[src/rtl/ps2_pkg.sv]
// rtl/ps2_pkg.sv - shared scan-code, state and ASCII constants for the PS/2 key path
package ps2_pkg;

  // Scan-code set 2 bytes with protocol or modifier meaning
  localparam logic [7:0] SC_EXT    = 8'hE0;
  localparam logic [7:0] SC_BRK    = 8'hF0;
  localparam logic [7:0] SC_BAT    = 8'hAA;
  localparam logic [7:0] SC_ACK    = 8'hFA;
  localparam logic [7:0] SC_LSHIFT = 8'h12;
  localparam logic [7:0] SC_RSHIFT = 8'h59;
  localparam logic [7:0] SC_CAPS   = 8'h58;
  localparam logic [7:0] SC_ENTER  = 8'h5A;
  localparam logic [7:0] SC_BKSP   = 8'h66;
  localparam logic [7:0] SC_SPACE  = 8'h29;

  // Control characters produced by fixed keys
  localparam logic [7:0] CR = 8'h0D;
  localparam logic [7:0] BS = 8'h08;
  localparam logic [7:0] SP = 8'h20;

  // Prefix-tracking states
  typedef enum logic [1:0] {
    ST_IDLE    = 2'd0,
    ST_EXT     = 2'd1,
    ST_BRK     = 2'd2,
    ST_EXT_BRK = 2'd3
  } ps2_state_e;

endpackage

[src/rtl/ps2_ascii_lut.sv]
// rtl/ps2_ascii_lut.sv - scan-code set 2 to unshifted/shifted ASCII lookup
module ps2_ascii_lut
  import ps2_pkg::*;
(
  input  logic [7:0] code,
  output logic [7:0] lower,
  output logic [7:0] upper,
  output logic       is_letter
);

  // Letters only fill in lower; their upper case is derived below
  always_comb begin
    lower     = 8'h00;
    upper     = 8'h00;
    is_letter = 1'b0;
    case (code)
      8'h1C: lower = "a";
      8'h32: lower = "b";
      8'h21: lower = "c";
      8'h23: lower = "d";
      8'h24: lower = "e";
      8'h2B: lower = "f";
      8'h34: lower = "g";
      8'h33: lower = "h";
      8'h43: lower = "i";
      8'h3B: lower = "j";
      8'h42: lower = "k";
      8'h4B: lower = "l";
      8'h3A: lower = "m";
      8'h31: lower = "n";
      8'h44: lower = "o";
      8'h4D: lower = "p";
      8'h15: lower = "q";
      8'h2D: lower = "r";
      8'h1B: lower = "s";
      8'h2C: lower = "t";
      8'h3C: lower = "u";
      8'h2A: lower = "v";
      8'h1D: lower = "w";
      8'h22: lower = "x";
      8'h35: lower = "y";
      8'h1A: lower = "z";
      8'h45: begin lower = "0"; upper = ")"; end
      8'h16: begin lower = "1"; upper = "!"; end
      8'h1E: begin lower = "2"; upper = "@"; end
      8'h26: begin lower = "3"; upper = "#"; end
      8'h25: begin lower = "4"; upper = "$"; end
      8'h2E: begin lower = "5"; upper = "%"; end
      8'h36: begin lower = "6"; upper = "^"; end
      8'h3D: begin lower = "7"; upper = "&"; end
      8'h3E: begin lower = "8"; upper = "*"; end
      8'h46: begin lower = "9"; upper = "("; end
      8'h0E: begin lower = 8'h60; upper = 8'h7E; end
      8'h4E: begin lower = "-"; upper = "_"; end
      8'h55: begin lower = "="; upper = "+"; end
      8'h54: begin lower = "["; upper = "{"; end
      8'h5B: begin lower = "]"; upper = "}"; end
      8'h5D: begin lower = 8'h5C; upper = 8'h7C; end
      8'h4C: begin lower = ";"; upper = ":"; end
      8'h52: begin lower = 8'h27; upper = 8'h22; end
      8'h41: begin lower = ","; upper = "<"; end
      8'h49: begin lower = "."; upper = ">"; end
      8'h4A: begin lower = "/"; upper = "?"; end
      SC_SPACE: begin lower = SP; upper = SP; end
      SC_ENTER: begin lower = CR; upper = CR; end
      SC_BKSP:  begin lower = BS; upper = BS; end
      default: ;
    endcase
    if (lower >= "a" && lower <= "z") begin
      is_letter = 1'b1;
      upper     = lower - 8'h20;
    end
  end

endmodule

[src/rtl/ps2_key_decoder.sv]
// rtl/ps2_key_decoder.sv - E0/F0 prefix tracker producing key events, modifiers and ASCII
module ps2_key_decoder
  import ps2_pkg::*;
#(
  parameter int TIMEOUT_CYCLES = 100000,
  parameter int CNT_W          = 17
) (
  input  logic       clk50,
  input  logic       reset,
  input  logic       vld,
  input  logic [7:0] data,
  output logic       key_vld,
  output logic [7:0] key_code,
  output logic       key_ext,
  output logic       key_break,
  output logic       ascii_vld,
  output logic [7:0] ascii,
  output logic       caps_led,
  output logic       err
);

  ps2_state_e state_q, state_d;
  logic [CNT_W-1:0] cnt_q;
  logic       vld_q;
  logic       shift_l_q, shift_r_q, caps_q, caps_held_q;
  logic       key_vld_q, key_ext_q, key_break_q, ascii_vld_q, err_q;
  logic [7:0] key_code_q, ascii_q;

  logic       byte_stb;
  logic       timeout_hit;
  logic       ev_emit, ev_ext, ev_brk, proto_err;
  logic       is_mod, use_upper, ascii_ok;
  logic [7:0] lut_lower, lut_upper, ascii_sel;
  logic       lut_letter;

  assign byte_stb    = vld & ~vld_q;
  assign timeout_hit = (state_q != ST_IDLE) && (cnt_q == CNT_W'(TIMEOUT_CYCLES - 1));

  ps2_ascii_lut u_lut (
    .code      (data),
    .lower     (lut_lower),
    .upper     (lut_upper),
    .is_letter (lut_letter)
  );

  // Shift is taken before this event's modifier update; caps only affects letters
  assign is_mod    = (data == SC_LSHIFT) || (data == SC_RSHIFT) || (data == SC_CAPS);
  assign use_upper = lut_letter ? ((shift_l_q | shift_r_q) ^ caps_q) : (shift_l_q | shift_r_q);
  assign ascii_sel = use_upper ? lut_upper : lut_lower;
  assign ascii_ok  = ev_emit && !ev_ext && !ev_brk && !is_mod && (ascii_sel != 8'h00);

  // Decode the incoming byte against the current prefix state
  always_comb begin
    state_d   = state_q;
    ev_emit   = 1'b0;
    ev_ext    = 1'b0;
    ev_brk    = 1'b0;
    proto_err = 1'b0;
    case (state_q)
      ST_IDLE: begin
        if (data == SC_EXT)                         state_d = ST_EXT;
        else if (data == SC_BRK)                    state_d = ST_BRK;
        else if (data == SC_BAT || data == SC_ACK)  state_d = ST_IDLE;
        else                                        ev_emit = 1'b1;
      end
      ST_EXT: begin
        if (data == SC_BRK)       state_d = ST_EXT_BRK;
        else if (data == SC_EXT)  state_d = ST_EXT;
        else begin
          ev_emit = 1'b1;
          ev_ext  = 1'b1;
          state_d = ST_IDLE;
        end
      end
      ST_BRK: begin
        state_d = ST_IDLE;
        if (data == SC_EXT || data == SC_BRK) proto_err = 1'b1;
        else begin
          ev_emit = 1'b1;
          ev_brk  = 1'b1;
        end
      end
      ST_EXT_BRK: begin
        state_d = ST_IDLE;
        if (data == SC_EXT || data == SC_BRK) proto_err = 1'b1;
        else begin
          ev_emit = 1'b1;
          ev_ext  = 1'b1;
          ev_brk  = 1'b1;
        end
      end
      default: state_d = ST_IDLE;
    endcase
  end

  // FSM, timeout counter, modifier state and registered outputs
  always_ff @(posedge clk50) begin
    if (reset) begin
      state_q     <= ST_IDLE;
      cnt_q       <= '0;
      vld_q       <= 1'b1;
      shift_l_q   <= 1'b0;
      shift_r_q   <= 1'b0;
      caps_q      <= 1'b0;
      caps_held_q <= 1'b0;
      key_vld_q   <= 1'b0;
      key_code_q  <= 8'h00;
      key_ext_q   <= 1'b0;
      key_break_q <= 1'b0;
      ascii_vld_q <= 1'b0;
      ascii_q     <= 8'h00;
      err_q       <= 1'b0;
    end else begin
      vld_q       <= vld;
      key_vld_q   <= 1'b0;
      ascii_vld_q <= 1'b0;
      err_q       <= 1'b0;
      if (byte_stb) begin
        cnt_q   <= '0;
        state_q <= state_d;
        err_q   <= proto_err;
        if (ev_emit) begin
          key_vld_q   <= 1'b1;
          key_code_q  <= data;
          key_ext_q   <= ev_ext;
          key_break_q <= ev_brk;
          if (!ev_ext) begin
            if (data == SC_LSHIFT) shift_l_q <= ~ev_brk;
            if (data == SC_RSHIFT) shift_r_q <= ~ev_brk;
            if (data == SC_CAPS) begin
              if (ev_brk) caps_held_q <= 1'b0;
              else begin
                if (!caps_held_q) caps_q <= ~caps_q;
                caps_held_q <= 1'b1;
              end
            end
          end
          if (ascii_ok) begin
            ascii_vld_q <= 1'b1;
            ascii_q     <= ascii_sel;
          end
        end
      end else if (timeout_hit) begin
        state_q <= ST_IDLE;
        err_q   <= 1'b1;
        cnt_q   <= '0;
      end else if (state_q != ST_IDLE) begin
        cnt_q <= cnt_q + 1'b1;
      end else begin
        cnt_q <= '0;
      end
    end
  end

  assign key_vld   = key_vld_q;
  assign key_code  = key_code_q;
  assign key_ext   = key_ext_q;
  assign key_break = key_break_q;
  assign ascii_vld = ascii_vld_q;
  assign ascii     = ascii_q;
  assign caps_led  = caps_q;
  assign err       = err_q;

endmodule

[config.mk]
export PLATFORM = sky130hd
export DESIGN_NAME = ps2_key_decoder
export DESIGN_NICKNAME = d
export VERILOG_FILES = /design/src/rtl/ps2_pkg.sv /design/src/rtl/ps2_ascii_lut.sv /design/src/rtl/ps2_key_decoder.sv
export SDC_FILE = /design/constraint.sdc
export NUM_CORES = 1
export LEC_CHECK = 0
export BUFFER_PORTS_ARGS = -buffer_cell sky130_fd_sc_hd__buf_2
export CORE_ASPECT_RATIO = 2
export CORE_UTILIZATION = 50
export DETAILED_ROUTE_END_ITERATION = 10
export GPL_TIMING_DRIVEN = 0
export PLACE_DENSITY = 0.69
export SYNTH_ARGS = -nofsm -noshare
export SYNTH_HDL_FRONTEND = slang
export SYNTH_SLANG_ARGS = --single-unit
[constraint.sdc]
create_clock -name clk50 -period 10.5 [get_ports clk50]
set_input_delay 2.625 -clock clk50 [delete_from_list [all_inputs] [get_ports clk50]]
set_output_delay 2.625 -clock clk50 [all_outputs]
set_load 0.02 [all_outputs]
==> qor.yml <==
worst_setup_path:
  max_stage_delay_ns: 0.56
  r2r_slack_ns: 8.27
  worstReg2RegStart: "vld_q$_SDFF_PP1_"
  crit_family: "simple AND/OR/NAND/NOR gates"
  critical_path_class: "input pin to flip-flop"
  arrival_ns: 6.32
  crit_buf_inv: 4
  rr_worst_depth: 8
  critPathRequiredTime_ns: 10.68
  cpMaxStageDelayCell: "buf_1"
  crit_path_end: "ascii[0]$_SDFFE_PP0P_"
  worst-path-stages: 14
  start_kind: "input pin"
  crit_chain: "buf_2 -> buf_2 -> buf_1 -> nor4_1 -> nor4bb_1 -> nand4_1 -> nor3_2 -> inv_1 -> ha_1 -> and3_1 -> a211oi_4 -> nor2_8 -> mux2i_1 -> o22ai_1"
  path_common_cell: "buf_2"
  cp-end-kind: "flip-flop"
  critPathLaunch: "data[5]"
  r2r_end: "ascii[5]$_SDFFE_PP0P_"
  worstPathMaxFanout: 10
clocking:
  cts-htree-levels: 2
  clk_latency_ns: 0.30
  post_cts_resized: 0
  cts_root_buf: "clkbuf_16"
  ctsHoldBuffers: 0
  numCtsBuffers: 5
  cts.sinks: 45
  clk_path_buf_depth: 2
  cts_setup_buffers: 0
  cts.clk_slew.worst_paths_ns: 0.06
  cts_tree: "built"
place:
  place_area_um2: 3740
  routabilityCongestion: 0.9864
  hpwlAfterDp_um: 10260
  portBuffers: 31
finish:
  fin_util_pct: 58.62
  nets: 487
  layout_commonest_cell: "nor2_1"
  drive_above_1_share_pct: 15.61
  final_cell_mix: "nor2_1 (51), dfxtp_1 (45), buf_2 (41)"
  num_antenna_cells: 0
  nFillCells: 630
  syn_to_final_growth_pct: 12.60
  fin_area_um2: 3913
sta:
  final.period_utilization_pct: 58.44
  setup_viol: 0
  rsz0062_at_grt: "false"
  fin_crit_ns: 6.136
  slew_viol_final: 0
  fmax_mhz: 163.0
  final-hold-violation-count: 0
  fin_tns_setup_ns: 0
  slew_headroom_pct: 8.228
  clock_skew_ns: 0.008661
  worst_slew_pin_slew_ns: 1.357
status:
  status: "complete, no violations"
detailed_routing:
  ant_nets: 0
  wl_um: 13400
  drc: 0
  vias: 3745
  wl_met3_um: 760
  drt-met1-wl_um: 4258
  wl_met2_um: 7059
  firstDrtPassIters: 5
  vias_per_cell: 6.664
  first_iter_violations: 356
  topRoutingLayerUsed: "met4"
  routedWlPerCell_um: 23.84
global_routing:
  grt_overflow: 0
  antenna_found_initial: 0
  grt_pass1_wl_um: 21340
  grt_util_all_layers_pct: 40.55
  grt_start_max_net_pins: 14
  grt_pass1_vias: 3797
yosys:
  synth_xor_area_share_pct: 6.302
  synthDistinctLibCells: 73
  ys_warn_count: 0
  synth_edf_count: 0
  synthCells: 435
  syn_area_per_cell_um2: 7.988
  synth_area_um2: 3475
  synth_ff_type: "dfxtp_1"
  yosys-mux-area-fraction_pct: 4.753
  yosys.area_share.adder_pct: 1.080
  synth_compound_area_share_pct: 19.55
  async_flop_share_pct: 0
  synth_top_family_by_area: "simple AND/OR/NAND/NOR gates"
  ys_seq_area_share_pct: 25.93
  postSynthNetCount: 449
  yosys.area_share.simple_pct: 36.08
  ys_ff_latch: 45
floorplan:
  die_x_um: 60.95
  core_area_um2: 6674
  initial_core_util_pct: 52.06
  std_cell_rows: 42
  die-area_um2: 7307
  ioPinCount: 33
  die_h_um: 119.9
power:
  power.density_nw_per_um2: 113.4
  p_leak_nw: 1.463
  power.total_w: 0.0004436
  ir_worst_vdd_v: 0.0001261
hold_path:
  min_path_type: "flip-flop to flip-flop"
run:
  maxCapViolCount: 0
==> flip-flops by register name, summed over array words and instances (netlist names) <==
signal,count
ascii,8
ascii_vld,1
caps_held_q,1
caps_led,1
cnt_q,17
err,1
key_break,1
key_code,8
key_ext,1
key_vld,1
shift_l_q,1
shift_r_q,1
state_q,2
vld_q,1
==> layer usage <==
layer	track usage, %	up-vias
li1	-	1682
met1	37.40	1779
met2	67.31	192
met3	14.01	92
met4	33.66	0
met5	0	-
==> where the power goes <==
part / switching (W) / leakage (nW) / internal (W)
Combinational: 0.0000542 / 1.02 / 0.0000285
Sequential: 0.00000127 / 0.364 / 0.000173
Clock: 0.0000678 / 0.0841 / 0.000119
==> through the flow <==
stage	std cells	hold slack (ns)	worst slack, ns
floorplan	435	0.4302	4.963
global placement	554	0.4473	4.263
detailed placement	554	0.4422	4.260
CTS	562	0.4716	4.534
global route	562	0.4825	4.145
finish	562	0.4666	4.364
==> cell type report <==
class / instances / area (um^2) / area share (%)
Clock inverter: 1 / 30.03 / 0.7675
Multi-Input combinational cell: 346 / 2355 / 60.19
Buffer: 33 / 177.7 / 4.541
Clock buffer: 7 / 142.6 / 3.646
Inverter: 11 / 41.29 / 1.055
Timing Repair Buffer: 31 / 155.1 / 3.965
Tap cell: 88 / 110.1 / 2.814
Sequential cell: 45 / 900.9 / 23.03
==> worst min-delay path by stage <==
stage	depth (start not counted)	start	slack [ns]	endpoint
3_5_place_dp	1	ascii[4]$_SDFFE_PP0P_	0.44	ascii[4]$_SDFFE_PP0P_
3_3_place_gp	1	cnt_q[0]$_SDFF_PP0_	0.45	cnt_q[0]$_SDFF_PP0_
4_1_cts	1	ascii[3]$_SDFFE_PP0P_	0.47	ascii[3]$_SDFFE_PP0P_
6_report	1	ascii[3]$_SDFFE_PP0P_	0.47	ascii[3]$_SDFFE_PP0P_
5_1_grt	2	ascii[6]$_SDFFE_PP0P_	0.48	ascii[6]$_SDFFE_PP0P_
2_1_floorplan	1	cnt_q[0]$_SDFF_PP0_	0.43	cnt_q[0]$_SDFF_PP0_
==> worst register-to-register path, stage by stage, from the launching register on <==
cell	delay [ns]
dfxtp_1	0.29
nand2b_1	0.24
nor2_1	0.22
o31a_1	0.29
o2111ai_1	0.37
nand2b_1	0.34
a21oi_1	0.16
o31ai_1	0.12
o32ai_2	0.12
==> kinds of logic after synthesis <==
kind of cell,Yosys count
multiplexers,16
flip-flops,45
AO/OA/AOI/OAI,91
XOR/XNOR,25
adder cells (fa/ha/maj),3
buffers and inverters,44
AND/OR/NAND/NOR,211
==> synthesized netlist by cell type (all sizes together), types with 3 or more instances <==
library cell	instances	area share (%)
or3	4	0.72
nor4bb	8	2.3
nor3	8	1.3
nand3b	3	0.65
a31oi	4	0.72
nand4	14	2.5
buf	23	4.0
a32oi	3	0.76
dfxtp	45	26
nor2	53	6.3
nor3b	7	1.5
a211oi	7	1.9
o31a	3	0.76
nand2	29	3.1
nand4b	6	1.7
and3	10	1.8
nor4b	7	2.1
inv	11	1.2
ha	3	1.1
a32o	3	0.86
o211ai	3	0.65
o22ai	4	0.72
xnor2	9	2.3
a22oi	3	0.65
and2	8	1.6
xor2	16	4.0
o21ai	14	2.0
nand2b	10	1.8
a21oi	23	3.3
nor4	8	1.4
mux2i	15	4.3
nor2b	7	1.3
nand3	15	2.3
clkbuf	10	1.1
Note: power is estimated with default switching activity, not from simulation.
